[src/rtl/imm_ext_pkg.sv]
// -----------------------------------------------------------------------------
// imm_ext_pkg
// Shared definitions for immediate extension. The decode unit and the
// extension unit both import this package, so they agree on the mode encoding.
//   mode_e  : extension mode (SEXT, ZEXT, LUI, BR)
//   IMM_W   : default raw immediate width
//   WORD_W  : default datapath word width
// -----------------------------------------------------------------------------
package imm_ext_pkg;

    typedef enum logic [1:0] {
        MODE_SEXT = 2'b00,
        MODE_ZEXT = 2'b01,
        MODE_LUI  = 2'b10,
        MODE_BR   = 2'b11
    } mode_e;

    localparam int IMM_W  = 16;
    localparam int WORD_W = 32;

endpackage

[src/rtl/imm_extend_unit_if.sv]
// -----------------------------------------------------------------------------
// imm_extend_unit_if
// Handshake bundle between the instruction decode stage (master) and the
// immediate extension unit (slave).
//   in_valid/in_ready/in_imm/in_mode    : request side (decode -> unit)
//   out_valid/out_ready/out_data/out_ovf : result side (unit -> ALU operand mux)
// The master modport also drives out_ready on behalf of the consumer.
// -----------------------------------------------------------------------------
interface imm_extend_unit_if #(
    parameter int IN_W  = 16,
    parameter int OUT_W = 32
) ();
    logic             in_valid;
    logic             in_ready;
    logic [IN_W-1:0]  in_imm;
    logic [1:0]       in_mode;
    logic             out_valid;
    logic             out_ready;
    logic [OUT_W-1:0] out_data;
    logic             out_ovf;

    modport master (
        output in_valid, in_imm, in_mode, out_ready,
        input  in_ready, out_valid, out_data, out_ovf
    );

    modport slave (
        input  in_valid, in_imm, in_mode, out_ready,
        output in_ready, out_valid, out_data, out_ovf
    );
endinterface

[src/rtl/imm_ext_core.sv]
// -----------------------------------------------------------------------------
// imm_ext_core
// Purely combinational immediate extender.
//   i_imm  : raw IN_W-bit immediate
//   i_mode : extension mode (mode_e)
//   o_data : OUT_W-bit extended value
//   o_ovf  : set when the LUI shift pushed a nonzero bit past OUT_W
// -----------------------------------------------------------------------------
module imm_ext_core
    import imm_ext_pkg::*;
#(
    parameter int IN_W      = 16,
    parameter int OUT_W     = 32,
    parameter int LUI_SHIFT = 16,
    parameter int BR_SHIFT  = 2
) (
    input  logic [IN_W-1:0]  i_imm,
    input  mode_e            i_mode,
    output logic [OUT_W-1:0] o_data,
    output logic             o_ovf
);
    // Wide enough that the LUI shift never loses bits before we inspect them.
    localparam int WIDE_W = IN_W + LUI_SHIFT + OUT_W;

    logic [OUT_W-1:0]  w_sext;
    logic [OUT_W-1:0]  w_zext;
    logic [WIDE_W-1:0] w_lui_wide;

    assign w_sext     = OUT_W'($signed(i_imm));
    assign w_zext     = OUT_W'(i_imm);
    assign w_lui_wide = WIDE_W'(i_imm) << LUI_SHIFT;

    always_comb begin
        o_data = '0;
        o_ovf  = 1'b0;
        case (i_mode)
            MODE_SEXT: o_data = w_sext;
            MODE_ZEXT: o_data = w_zext;
            MODE_LUI: begin
                o_data = w_lui_wide[OUT_W-1:0];
                o_ovf  = |w_lui_wide[WIDE_W-1:OUT_W];
            end
            // OUT_W >= IN_W + BR_SHIFT, so only sign copies are shifted out.
            MODE_BR:   o_data = w_sext << BR_SHIFT;
            default:   o_data = '0;
        endcase
    end
endmodule

[src/rtl/imm_extend_unit.sv]
// -----------------------------------------------------------------------------
// imm_extend_unit
// Buffered immediate extension: extends the incoming immediate and queues the
// result in a 2-entry in-order FIFO ahead of the ALU B-operand mux.
//   clk        : clock, all state on the rising edge
//   rst_n      : asynchronous active-low reset
//   flush      : synchronous flush; empties the FIFO, drops a concurrent push
//   bus        : request/result handshake (slave side)
//   accept_cnt : accepted-transfer count, saturating, cleared only by reset
// -----------------------------------------------------------------------------
module imm_extend_unit
    import imm_ext_pkg::*;
#(
    parameter int IN_W      = IMM_W,
    parameter int OUT_W     = WORD_W,
    parameter int LUI_SHIFT = 16,
    parameter int BR_SHIFT  = 2
) (
    input  logic                clk,
    input  logic                rst_n,
    input  logic                flush,
    imm_extend_unit_if.slave    bus,
    output logic [15:0]         accept_cnt
);
    logic [OUT_W-1:0] w_ext_data;
    logic             w_ext_ovf;
    logic             w_push;
    logic             w_pop;

    logic [OUT_W-1:0] r_data [2];
    logic             r_ovf  [2];
    logic             r_wr_ptr;
    logic             r_rd_ptr;
    logic [1:0]       r_count;
    logic [15:0]      r_accept_cnt;

    imm_ext_core #(
        .IN_W      (IN_W),
        .OUT_W     (OUT_W),
        .LUI_SHIFT (LUI_SHIFT),
        .BR_SHIFT  (BR_SHIFT)
    ) u_core (
        .i_imm  (bus.in_imm),
        .i_mode (mode_e'(bus.in_mode)),
        .o_data (w_ext_data),
        .o_ovf  (w_ext_ovf)
    );

    // in_ready comes only from the registered count: no path from out_ready.
    assign bus.in_ready  = (r_count != 2'd2);
    assign bus.out_valid = (r_count != 2'd0);
    assign bus.out_data  = r_data[r_rd_ptr];
    assign bus.out_ovf   = r_ovf[r_rd_ptr];
    assign accept_cnt    = r_accept_cnt;

    // A flush cycle neither stores nor retires anything.
    assign w_push = bus.in_valid  && bus.in_ready  && !flush;
    assign w_pop  = bus.out_valid && bus.out_ready && !flush;

    genvar gi;
    generate
        for (gi = 0; gi < 2; gi++) begin : g_entry
            always_ff @(posedge clk or negedge rst_n) begin
                if (!rst_n) begin
                    r_data[gi] <= '0;
                    r_ovf[gi]  <= 1'b0;
                end else if (w_push && (r_wr_ptr == 1'(gi))) begin
                    r_data[gi] <= w_ext_data;
                    r_ovf[gi]  <= w_ext_ovf;
                end
            end
        end
    endgenerate

    always_ff @(posedge clk or negedge rst_n) begin
        if (!rst_n) begin
            r_wr_ptr <= 1'b0;
            r_rd_ptr <= 1'b0;
            r_count  <= 2'd0;
        end else if (flush) begin
            r_wr_ptr <= 1'b0;
            r_rd_ptr <= 1'b0;
            r_count  <= 2'd0;
        end else begin
            if (w_push) r_wr_ptr <= r_wr_ptr + 1'b1;
            if (w_pop)  r_rd_ptr <= r_rd_ptr + 1'b1;
            r_count <= r_count + {1'b0, w_push} - {1'b0, w_pop};
        end
    end

    always_ff @(posedge clk or negedge rst_n) begin
        if (!rst_n) begin
            r_accept_cnt <= 16'd0;
        end else if (w_push && (r_accept_cnt != 16'hFFFF)) begin
            r_accept_cnt <= r_accept_cnt + 16'd1;
        end
    end
endmodule

[src/flat_wrapper.sv]
// flat-port wrapper written by rule: the top's interface ports become plain ports
module imm_extend_unit_flat import imm_ext_pkg::*;
#(
    parameter int IN_W      = IMM_W,
    parameter int OUT_W     = WORD_W,
    parameter int LUI_SHIFT = 16,
    parameter int BR_SHIFT  = 2
)
  (clk, rst_n, flush, accept_cnt, bus_in_valid, bus_in_imm, bus_in_mode, bus_out_ready, bus_in_ready, bus_out_valid, bus_out_data, bus_out_ovf);
  imm_extend_unit_if #(.IN_W(IN_W), .OUT_W(OUT_W)) bus_i ();
  input  logic clk;
  input  logic rst_n;
  input  logic flush;
  output logic [15:0] accept_cnt;
  input wire logic [$bits(bus_i.in_valid)-1:0] bus_in_valid;
  input wire logic [$bits(bus_i.in_imm)-1:0] bus_in_imm;
  input wire logic [$bits(bus_i.in_mode)-1:0] bus_in_mode;
  input wire logic [$bits(bus_i.out_ready)-1:0] bus_out_ready;
  output wire logic [$bits(bus_i.in_ready)-1:0] bus_in_ready;
  output wire logic [$bits(bus_i.out_valid)-1:0] bus_out_valid;
  output wire logic [$bits(bus_i.out_data)-1:0] bus_out_data;
  output wire logic [$bits(bus_i.out_ovf)-1:0] bus_out_ovf;
  assign bus_i.in_valid = bus_in_valid;
  assign bus_i.in_imm = bus_in_imm;
  assign bus_i.in_mode = bus_in_mode;
  assign bus_i.out_ready = bus_out_ready;
  assign bus_in_ready = bus_i.in_ready;
  assign bus_out_valid = bus_i.out_valid;
  assign bus_out_data = bus_i.out_data;
  assign bus_out_ovf = bus_i.out_ovf;
  imm_extend_unit #(.IN_W(IN_W), .OUT_W(OUT_W), .LUI_SHIFT(LUI_SHIFT), .BR_SHIFT(BR_SHIFT)) u_core (.clk(clk), .rst_n(rst_n), .flush(flush), .bus(bus_i), .accept_cnt(accept_cnt));
endmodule
[config.mk]
export PLATFORM = sky130hd
export DESIGN_NAME = imm_extend_unit_flat
export DESIGN_NICKNAME = d
export VERILOG_FILES = /design/src/rtl/imm_ext_pkg.sv /design/src/rtl/imm_extend_unit_if.sv /design/src/rtl/imm_ext_core.sv /design/src/rtl/imm_extend_unit.sv /design/src/flat_wrapper.sv
export SDC_FILE = /design/constraint.sdc
export NUM_CORES = 1
export LEC_CHECK = 0
export CAP_MARGIN = 20
export CELL_PAD_IN_SITES_DETAIL_PLACEMENT = 1
export CELL_PAD_IN_SITES_GLOBAL_PLACEMENT = 1
export CORE_MARGIN = 1
export CORE_UTILIZATION = 43
export CTS_CLUSTER_DIAMETER = 100
export DETAILED_ROUTE_END_ITERATION = 12
export GPL_ROUTABILITY_DRIVEN = 0
export PLACE_DENSITY_LB_ADDON = 0.1
export SYNTH_ARGS = -nofsm -noshare
export SYNTH_HDL_FRONTEND = slang
export SYNTH_SLANG_ARGS = --single-unit
[constraint.sdc]
create_clock -name clk -period 4.3 [get_ports clk]
set_input_delay 0.43 -clock clk [delete_from_list [all_inputs] [get_ports clk]]
set_output_delay 0.43 -clock clk [all_outputs]
set_load 0.1 [all_outputs]
# After elaboration in Yosys (flattened, before gate mapping)
# Index checks and enable logic that the tools add are counted.
# Widths: inputs -> output; s select.
dict set report word_totals {
  in_bits 23
  out_inout_bits 51
  elab_cells 42
  regBits 84
}
dict set report classes {
  bitwise_logic 2
  magnitude_cmp 1
  addsub 5
  mux 11
  eq_ne 5
  n_reduce_logical 12
}
# operator n
set op_table {}
lappend op_table {{$pmux 32 s4} 1}
lappend op_table {{$mux 32} 3}
lappend op_table {{$add 16x1->16 const B} 1}
lappend op_table {{$ne 16x16->1 const B} 1}
lappend op_table {{$logic_and 1x1->1} 7}
lappend op_table {{$mux 1} 6}
lappend op_table {{$reduce_bool 2->1} 3}
lappend op_table {{$eq 2x2->1 const B} 2}
lappend op_table {{$add 1x1->1 const B} 2}
lappend op_table {{$add 2x1->2} 1}
lappend op_table {{$eq 2x1->1 const B} 1}
lappend op_table {{$ge 2x2->1 const B} 1}
lappend op_table {{$logic_not 2->1} 1}
lappend op_table {{$mux 2} 1}
lappend op_table {{$ne 2x2->1 const B} 1}
lappend op_table {{$not 1->2} 1}
lappend op_table {{$sub 2x1->2} 1}
lappend op_table {{$logic_not 1->1} 1}
lappend op_table {{$not 1->1} 1}

# Depth between registers and ports, before layout
# Gate-level depths: netlist (run 1).
dict set report depth {
  word_depth 6
  depth_mapped 8
}

# Modules after synthesis
# From an unflattened synthesis (run 1), not the netlist that was laid out.
dict set report unflattened {
  cells_unflattened 331
  area_unflattened_um2 4367.9
}
# mod cells_per_inst n_inst area_each_um2
set by_module_without_submodules {}
lappend by_module_without_submodules {imm_extend_unit 270 1 3846.2}
lappend by_module_without_submodules {imm_ext_core 61 1 521.8}

# Least setup slack after synthesis (run 1)
# No wires, ideal clock.
dict set report synth_path {
  path_type {register to register}
  startpoint {reg u_core.r_accept_cnt[0] (netlist: u_core.accept_cnt[0])}
  endpoint {reg u_core.r_accept_cnt[15] (netlist: u_core.accept_cnt[15])}
  period_less_slack_ps 2335
  setup_ps 162
  path_slack_ps 1965
  arrival_time_ps 2173
  stages_incl_launch_ff 8
  path_cell_list {dfrtp_1 -> ha_1 -> nand3_1 -> nor4_1 -> or4_1 -> buf_2 -> nor3_2 -> xor2_1}
}
dict set report synth_between {
  elab_chain_len 2
  word_cells_on_any_way 3
  cone_classes {add/sub: 1; eq/ne: 1; reduce/logical: 1}
}
# element line_no
set synth_lines {}
lappend synth_lines {{start, declared} imm_extend_unit.sv:35} ;# logic [15:0] r_accept_cnt;
lappend synth_lines {{start signal, assigned} imm_extend_unit.sv:95} ;# r_accept_cnt <= r_accept_cnt + 16'd1;
lappend synth_lines {{branches (longest 2 deep; another with $add 16x1->16)} --}
# Parallel ways; which one is timed is not known.
# A chain may end at the register's enable or synchronous reset.

# Worst setup path in the final report (run 1)
dict set report layout_path {
  startpoint {reg u_core.r_rd_ptr}
  endpoint {out bus_out_data[3]}
}
dict set report layout_between {
  elab_chain_len 4
}
# element line_no
set layout_lines {}
lappend layout_lines {{start, declared} imm_extend_unit.sv:33} ;# logic r_rd_ptr;
lappend layout_lines {{start signal, assigned} imm_extend_unit.sv:86} ;# if (w_pop) r_rd_ptr <= r_rd_ptr + 1'b1;
lappend layout_lines {{$not 1->2 (not written as such)} imm_extend_unit.sv:52} ;# assign bus.out_data = r_data[r_rd_ptr];
lappend layout_lines {{$mux 32 (not written as such) (3 in series)} imm_extend_unit.sv:52}
lappend layout_lines {{end, declared} flat_wrapper.sv:21} ;# output wire logic [$bits(bus_i.out_data)-1:0] bus_out_data;
# No other way between the ends. The select of a mux whose other input is x is not followed.

==> metrics.cfg, run 1 <==
[outcome]
status = completed

[yosys]
ys_warn_count = 0
async_flop_share = 1.000
synth_flop_cell = dfrtp_1
synth_seq_cells = 84
synth_area_leaders = dfrtp_1 (53%), mux2_2 (9.3%), nand2_1 (6.8%)
netlist.area_leader.share = 0.5253
yosysSeqAreaShare = 0.5253
syn_nets = 438
synthesis.area_sq_um = 4001
syn_inst = 412
synth-edff-count = 0
synth.avg_cell_area_sq_um = 9.712
yosys.area.top_type = dfrtp_1
ys_types = 36

[drt]
wl_mm = 10.20
wire_per_inst_um = 17.37
vias = 3145
ant_nets = 0
firstDrtPassIters = 6
first_iter_violations = 113
drc = 0
vias_per_cell = 5.358

[cells_and_area]
multi_input_area_sq_um = 1719
antennaDiodeCount = 0
ff_latch_area_sq_um = 2102
nNetsFinal = 500
n_fill_cell = 1024
areaGrowthSynthToFinish_pct = 24.14
drive_above_1_share = 0.1900

[timing]
fin_crit_sh = 0.6827
slew_viol_final = 0
rsz0062_at_grt = false
fin_ws_ns = 1.365
finClkSkew_ns = 0.008198
worst_pin_slew_ns = 0.9766
setup_violations = 0
period_needed_ns = 2.935
fmax_ghz = 0.3407
hold_viol = 0
final.setup.tns_ns = 0
relSlewSlack = 0.3469

[placed_design]
dp_hpwl_mm = 6.957
port_buffers = 72
dp_slack_ns = 1.673

[clock_tree]
cts_max_level = 3
cts_sinks = 84
insertion_delay_ns = 0.35
cts_tree = yes
cts.clk_slew.worst_paths_ns = 0.09
clockRootBuffer = clkbuf_8
cts_inserted_buffers = 9
post-cts-setup-buffers = 0
cts_max_path_buffers = 2

[grt]
antenna_found_initial = 0
grt_pass1_wl_mm = 17.16
grt_usage = 0.2270
gr-total-overflow = 0
grt_pass1_vias = 3460
grt_max_degree = 85

[pwr]
power_density_nw_per_um2 = 721.7
p_leak_nw = 2.279
swShare = 0.5085
pwr-share-comb = 0.508
seqPwrFrac = 0.331
p_int_mw = 1.762
p_sw_mw = 1.823
ir_drop_mv = 0.4719
clockPowerShare = 0.161

[setup_path]
required_ns = 3.87
start_kind = flop
crit_arrival_ns = 2.51
startpoint = u_core.r_rd_ptr
end_kind = output pin
path_class = flop to output pin
crit_fanout = 14
reg2reg_from = u_core.accept_cnt[0]

[flow_run]
cap_violations = 0

[floorplanning]
initial_core_util = 0.4522
die_h_um = 98.47
ioPinCount = 74
core_sq_um = 8848
row_count = 34
die-area_sq_um = 9695
chipWidth_um = 98.47

[worst_hold_path]
hold_path.class = input port to asynchronous set/reset pin

[cell usage after synthesis (2+ instances only)]
cell and number:
a21oi_1 17, a2bb2oi_1 12, clkbuf_1 26, dfrtp_1 84
ha_1 3, inv_1 18, mux2_2 33, nand2_1 72
nand2b_1 2, nand3_1 6, nand4_1 8, nor2_1 9
nor2b_1 2, nor3_1 2, nor3_2 2, o21ai_0 48
o21ai_1 32, xnor2_1 9, xor2_1 10
[sequential cells by signal, indices dropped and copies added (netlist names)]
name	flops
u_core.r_rd_ptr	1
u_core.accept_cnt	16
u_core.r_count	2
u_core.r_wr_ptr	1
u_core.r_data	64
[stage by stage]
step	instances	area, sq um	util	total power [mW]	hold WS (ns)
floorplan	412	4001	-	2.651	0.1344
global placement	568	4708	0.5321	2.981	0.4564
detailed placement	568	4708	0.5321	3.025	0.4692
CTS	584	4910	0.5549	3.606	0.3025
global route	587	4967	0.5614	3.751	0.4721
finish	587	4967	0.5614	3.585	0.4715
[per-layer routing]
metal,share of wire,global-route usage,wire [um],vias to the layer above
li1,-,-,-,1521
met1,0.44,0.2846,4510,1570
met2,0.52,0.4030,5285,45
met3,0.027,0.03404,276,9
met4,0.012,0.07577,123,0
met5,0,0,0,-
[cell type report]
cell class / instances / share of cell area
sequential: 84 / 0.4232
multi-input combinational: 281 / 0.3461
timing repair buffer: 79 / 0.1486
clock buffer: 10 / 0.02771
tap: 108 / 0.02720
inverter: 19 / 0.01436
clock inverter: 6 / 0.01285
[critical path: stages, from the launching register on]
cell and delay [ns]:
dfrtp_1 0.75, mux2_2 0.28, clkdlybuf4s50_1 1.12
[layout by cell type, fill, tap and decap left out, types with 10 or more instances in the layout]
cell type | Yosys | final
a21oi_1 | 17 | 17
a2bb2oi_1 | 12 | 12
buf_4 | 1 | 32
clkbuf_8 | 0 | 10
clkdlybuf4s50_1 | 0 | 44
dfrtp_1 | 84 | 84
inv_1 | 18 | 18
mux2_2 | 33 | 33
nand2_1 | 72 | 72
o21ai_0 | 48 | 48
o21ai_1 | 32 | 32
xor2_1 | 10 | 10
[worst paths after layout]
path,endpoint,slack [ns],cells after the start
min reg2reg,u_core.r_data[4],0.48,2
max reg2reg,u_core.accept_cnt[15],2.30,6
max,bus_out_data[3],1.36,2
min in group clk,u_core.r_data[4],0.48,2
max in group asynchronous,u_core.accept_cnt[3],3.20,3
min,u_core.r_data[36],0.47,2
[cells by family (layout without fill, tap and decap cells)]
group	count (synthesis)	in the layout	synth area share
AO/OA/AOI/OAI	112	112	0.1535
AND/OR/NAND/NOR	112	112	0.1282
flip-flops	84	84	0.5253
buffers and inverters	47	114	0.04534
multiplexers	34	34	0.09569
XOR/XNOR	19	19	0.04159
adder cells (fa/ha/maj)	3	3	0.009382
other	1	1	0.0009372
[power groups by stage]
stage	Clock, mW	Combinational [mW]	Sequential, mW
6_report	0.576	1.82	1.19
5_1_grt	0.617	1.91	1.22
4_1_cts	0.588	1.83	1.19
3_5_place_dp	0	1.82	1.20
3_3_place_gp	0	1.79	1.19
2_1_floorplan	0	1.30	1.35
[timing repair]
action                    in CTS  in global routing
resized for setup              0                  0
hold endpoints to repair       0                 15
hold buffers                   0                  1
No activity file was read; power rests on OpenSTA's default activity.
==> run 2, diff against run 1 <==
--- a/config.mk
+++ b/config.mk
@@ -9,7 +9,7 @@
 export CELL_PAD_IN_SITES_DETAIL_PLACEMENT = 1
 export CELL_PAD_IN_SITES_GLOBAL_PLACEMENT = 1
 export CORE_MARGIN = 1
-export CORE_UTILIZATION = 43
+export CORE_UTILIZATION = 36
 export CTS_CLUSTER_DIAMETER = 100
 export DETAILED_ROUTE_END_ITERATION = 12
 export GPL_ROUTABILITY_DRIVEN = 0
==> constraint.sdc (replaced) <==
create_clock -name clk -period 2.6 [get_ports clk]
set_input_delay 0.26 -clock clk [delete_from_list [all_inputs] [get_ports clk]]
set_output_delay 0.26 -clock clk [all_outputs]
set_load 0.1 [all_outputs]
==> metrics.cfg, run 2 (synthesis results as in run 1) <==
[outcome]
status = completed

[drt]
vias = 3128  ; -0.54%
first_iter_violations = 107  ; -5.3%
firstDrtPassIters = 4  ; -2
wire_per_inst_um = 16.53  ; -4.8%
drc = 0  ; unchanged
wl_mm = 10.27  ; +0.68%
ant_nets = 0  ; unchanged
vias_per_cell = 5.037  ; -6.0%

[clock_tree]
cts_inserted_buffers = 9  ; unchanged
insertion_delay_ns = 0.35  ; about the same
clockRootBuffer = clkbuf_8
postCtsResizedCells = 0  ; unchanged
post-cts-setup-buffers = 0  ; unchanged
cts_tree = yes
cts_max_level = 3  ; unchanged
cts.clk_slew.worst_paths_ns = 0.09  ; about the same
cts_max_path_buffers = 2  ; unchanged
cts_sinks = 84  ; unchanged

[timing]
period_needed_ns = 2.061
relSlewSlack = 0.5664  ; +0.2195
hold_viol = 0  ; unchanged
finClkSkew_ns = 0.008751  ; +0.0005534 ns
final.setup.tns_ns = 0  ; unchanged
slew_viol_final = 0  ; unchanged
setup_violations = 0  ; unchanged
fin_crit_sh = 0.7929
worst_pin_slew_ns = 0.6505  ; -0.3261 ns
rsz0062_at_grt = false
fmax_ghz = 0.4851

[setup_path]
crit_arrival_ns = 1.80  ; -0.71 ns
path_class = flop to output pin
path_delay_family = buffers and inverters
cpMaxStageDelayCell = mux2_2
start_kind = flop
crit_fanout = 32  ; +18
critical-path-max-stage-delay_ns = 0.45  ; -0.67 ns
path_cells = buf_4, mux2_2, buf_12
crit_buf_inv = 2  ; +1
required_ns = 2.34  ; -1.53 ns
end_kind = output pin

[floorplanning]
initial_core_util = 0.3691  ; -0.08309
row_count = 38  ; +12%
chipWidth_um = 107.4  ; +9.1%
core_sq_um = 10840  ; +23%
die_h_um = 107.4  ; +9.1%
die-area_sq_um = 11540  ; +19%
ioPinCount = 74  ; unchanged

[grt]
grt_use_met2 = 0.3203  ; -0.08276
gr-total-overflow = 0  ; unchanged
antenna_found_initial = 0  ; unchanged
use_met1 = 0.2644  ; -0.02019
grt_busiest_layer = met2
grt_pass1_wl_mm = 17.30  ; +0.80%
grt_pass1_vias = 3399  ; -1.8%
grt_usage = 0.1954  ; -0.03164
grt_max_degree = 65  ; -24%
grtUsageMet3 = 0.02724  ; -0.006803

[pwr]
ir_drop_mv = 1.080  ; +130%
p_leak_nw = 2.430  ; +6.7%
power_density_nw_per_um2 = 1200  ; +66%

[cells_and_area]
final_area_sq_um = 5340  ; +7.5%
nNetsFinal = 502  ; +0.40%
largest_reg_flops = 64  ; unchanged
final_cell_mix = dfrtp_1 (84), nand2_1 (72), o21ai_0 (48)
layout_commonest_cell = dfrtp_1
n_fill_cell = 1216  ; +19%
top_register = u_core.r_data
areaGrowthSynthToFinish_pct = 33.46
antennaDiodeCount = 0  ; unchanged
drive_above_1_share = 0.2370  ; +0.04703

[placed_design]
port_buffers = 72  ; unchanged
dp_hpwl_mm = 7.221  ; +3.8%
dpl-instance-area_sq_um = 5146  ; +9.3%

[flow_run]
cap_violations = 0  ; unchanged

[worst_hold_path]
hold_path.class = input port to asynchronous set/reset pin

-- run 2: layout make-up --
| type | count | area, sq um | share of cell area |
|---|---|---|---|
| clock buffer | 11 | 131.4 | 0.02460 |
| multi-input combinational | 281 | 1719 | 0.3219 |
| clock inverter | 5 | 52.55 | 0.009841 |
| timing repair buffer | 81 | 1089 | 0.2038 |
| inverter | 19 | 71.32 | 0.01336 |
| sequential | 84 | 2102 | 0.3936 |
| tap | 140 | 175.2 | 0.03280 |
-- run 2: timing repair --
action / 4_1_cts / 5_1_grt
hold endpoints to repair: 36 / 0
hold buffers: 1 / 0
setup endpoints to repair: 0 / 0
-- run 2: worst paths after layout --
| path | start | endpoint | depth (start not counted) | slack (ns) |
|---|---|---|---|---|
| worst max-delay path | u_core.r_rd_ptr | bus_out_data[12] | 3 | 0.54 |
| worst min-delay path | rst_n | u_core.r_data[8] | 2 | 0.41 |
| worst max register to register | u_core.accept_cnt[0] | u_core.accept_cnt[15] | 6 | 0.65 |
| worst min register to register | u_core.r_data[22] | u_core.r_data[22] | 2 | 0.49 |
| max in group asynchronous | rst_n | u_core.r_data[54] | 3 | 1.56 |
| min in group clk | u_core.r_data[22] | u_core.r_data[22] | 2 | 0.49 |
-- run 2: layer usage --
layer / part of all wire / routed length [um] / vias to the layer above
met5: 0 / 0 / -
met1: 0.46 / 4755 / 1541
met3: 0.029 / 299 / 15
li1: - / - / 1521
met4: 0.016 / 166 / 0
met2: 0.49 / 5044 / 51
-- run 2: worst reg2reg max path: cells and delay by family (launching register included) --
| kind | cells | cell delay, ns |
|---|---|---|
| AND/OR/NAND/NOR | 4 | 1.03 |
| flip-flops | 1 | 0.44 |
| adder cells (fa/ha/maj) | 1 | 0.24 |
| XOR/XNOR | 1 | 0.17 |
-- run 2: power breakdown --
part | total [mW] | internal (mW) | switching [mW] | leakage (nW)
Sequential | 1.94 | 1.70 | 0.244 | 1.09
Combinational | 3.55 | 1.17 | 2.38 | 1.25
Clock | 0.916 | 0.441 | 0.476 | 0.0931
-- run 2: metrics by stage --
step	setup WS (ns)	power (mW)	std cells	hold slack, ns	util
floorplan	0.2653	4.384	412	-0.03559	-
global placement	0.4175	5.476	604	0.2543	0.4747
detailed placement	0.3415	5.547	604	0.2610	0.4747
CTS	0.4822	6.486	621	0.4140	0.4926
global route	0.4589	6.716	621	0.4564	0.4926
finish	0.5386	6.409	621	0.4131	0.4926
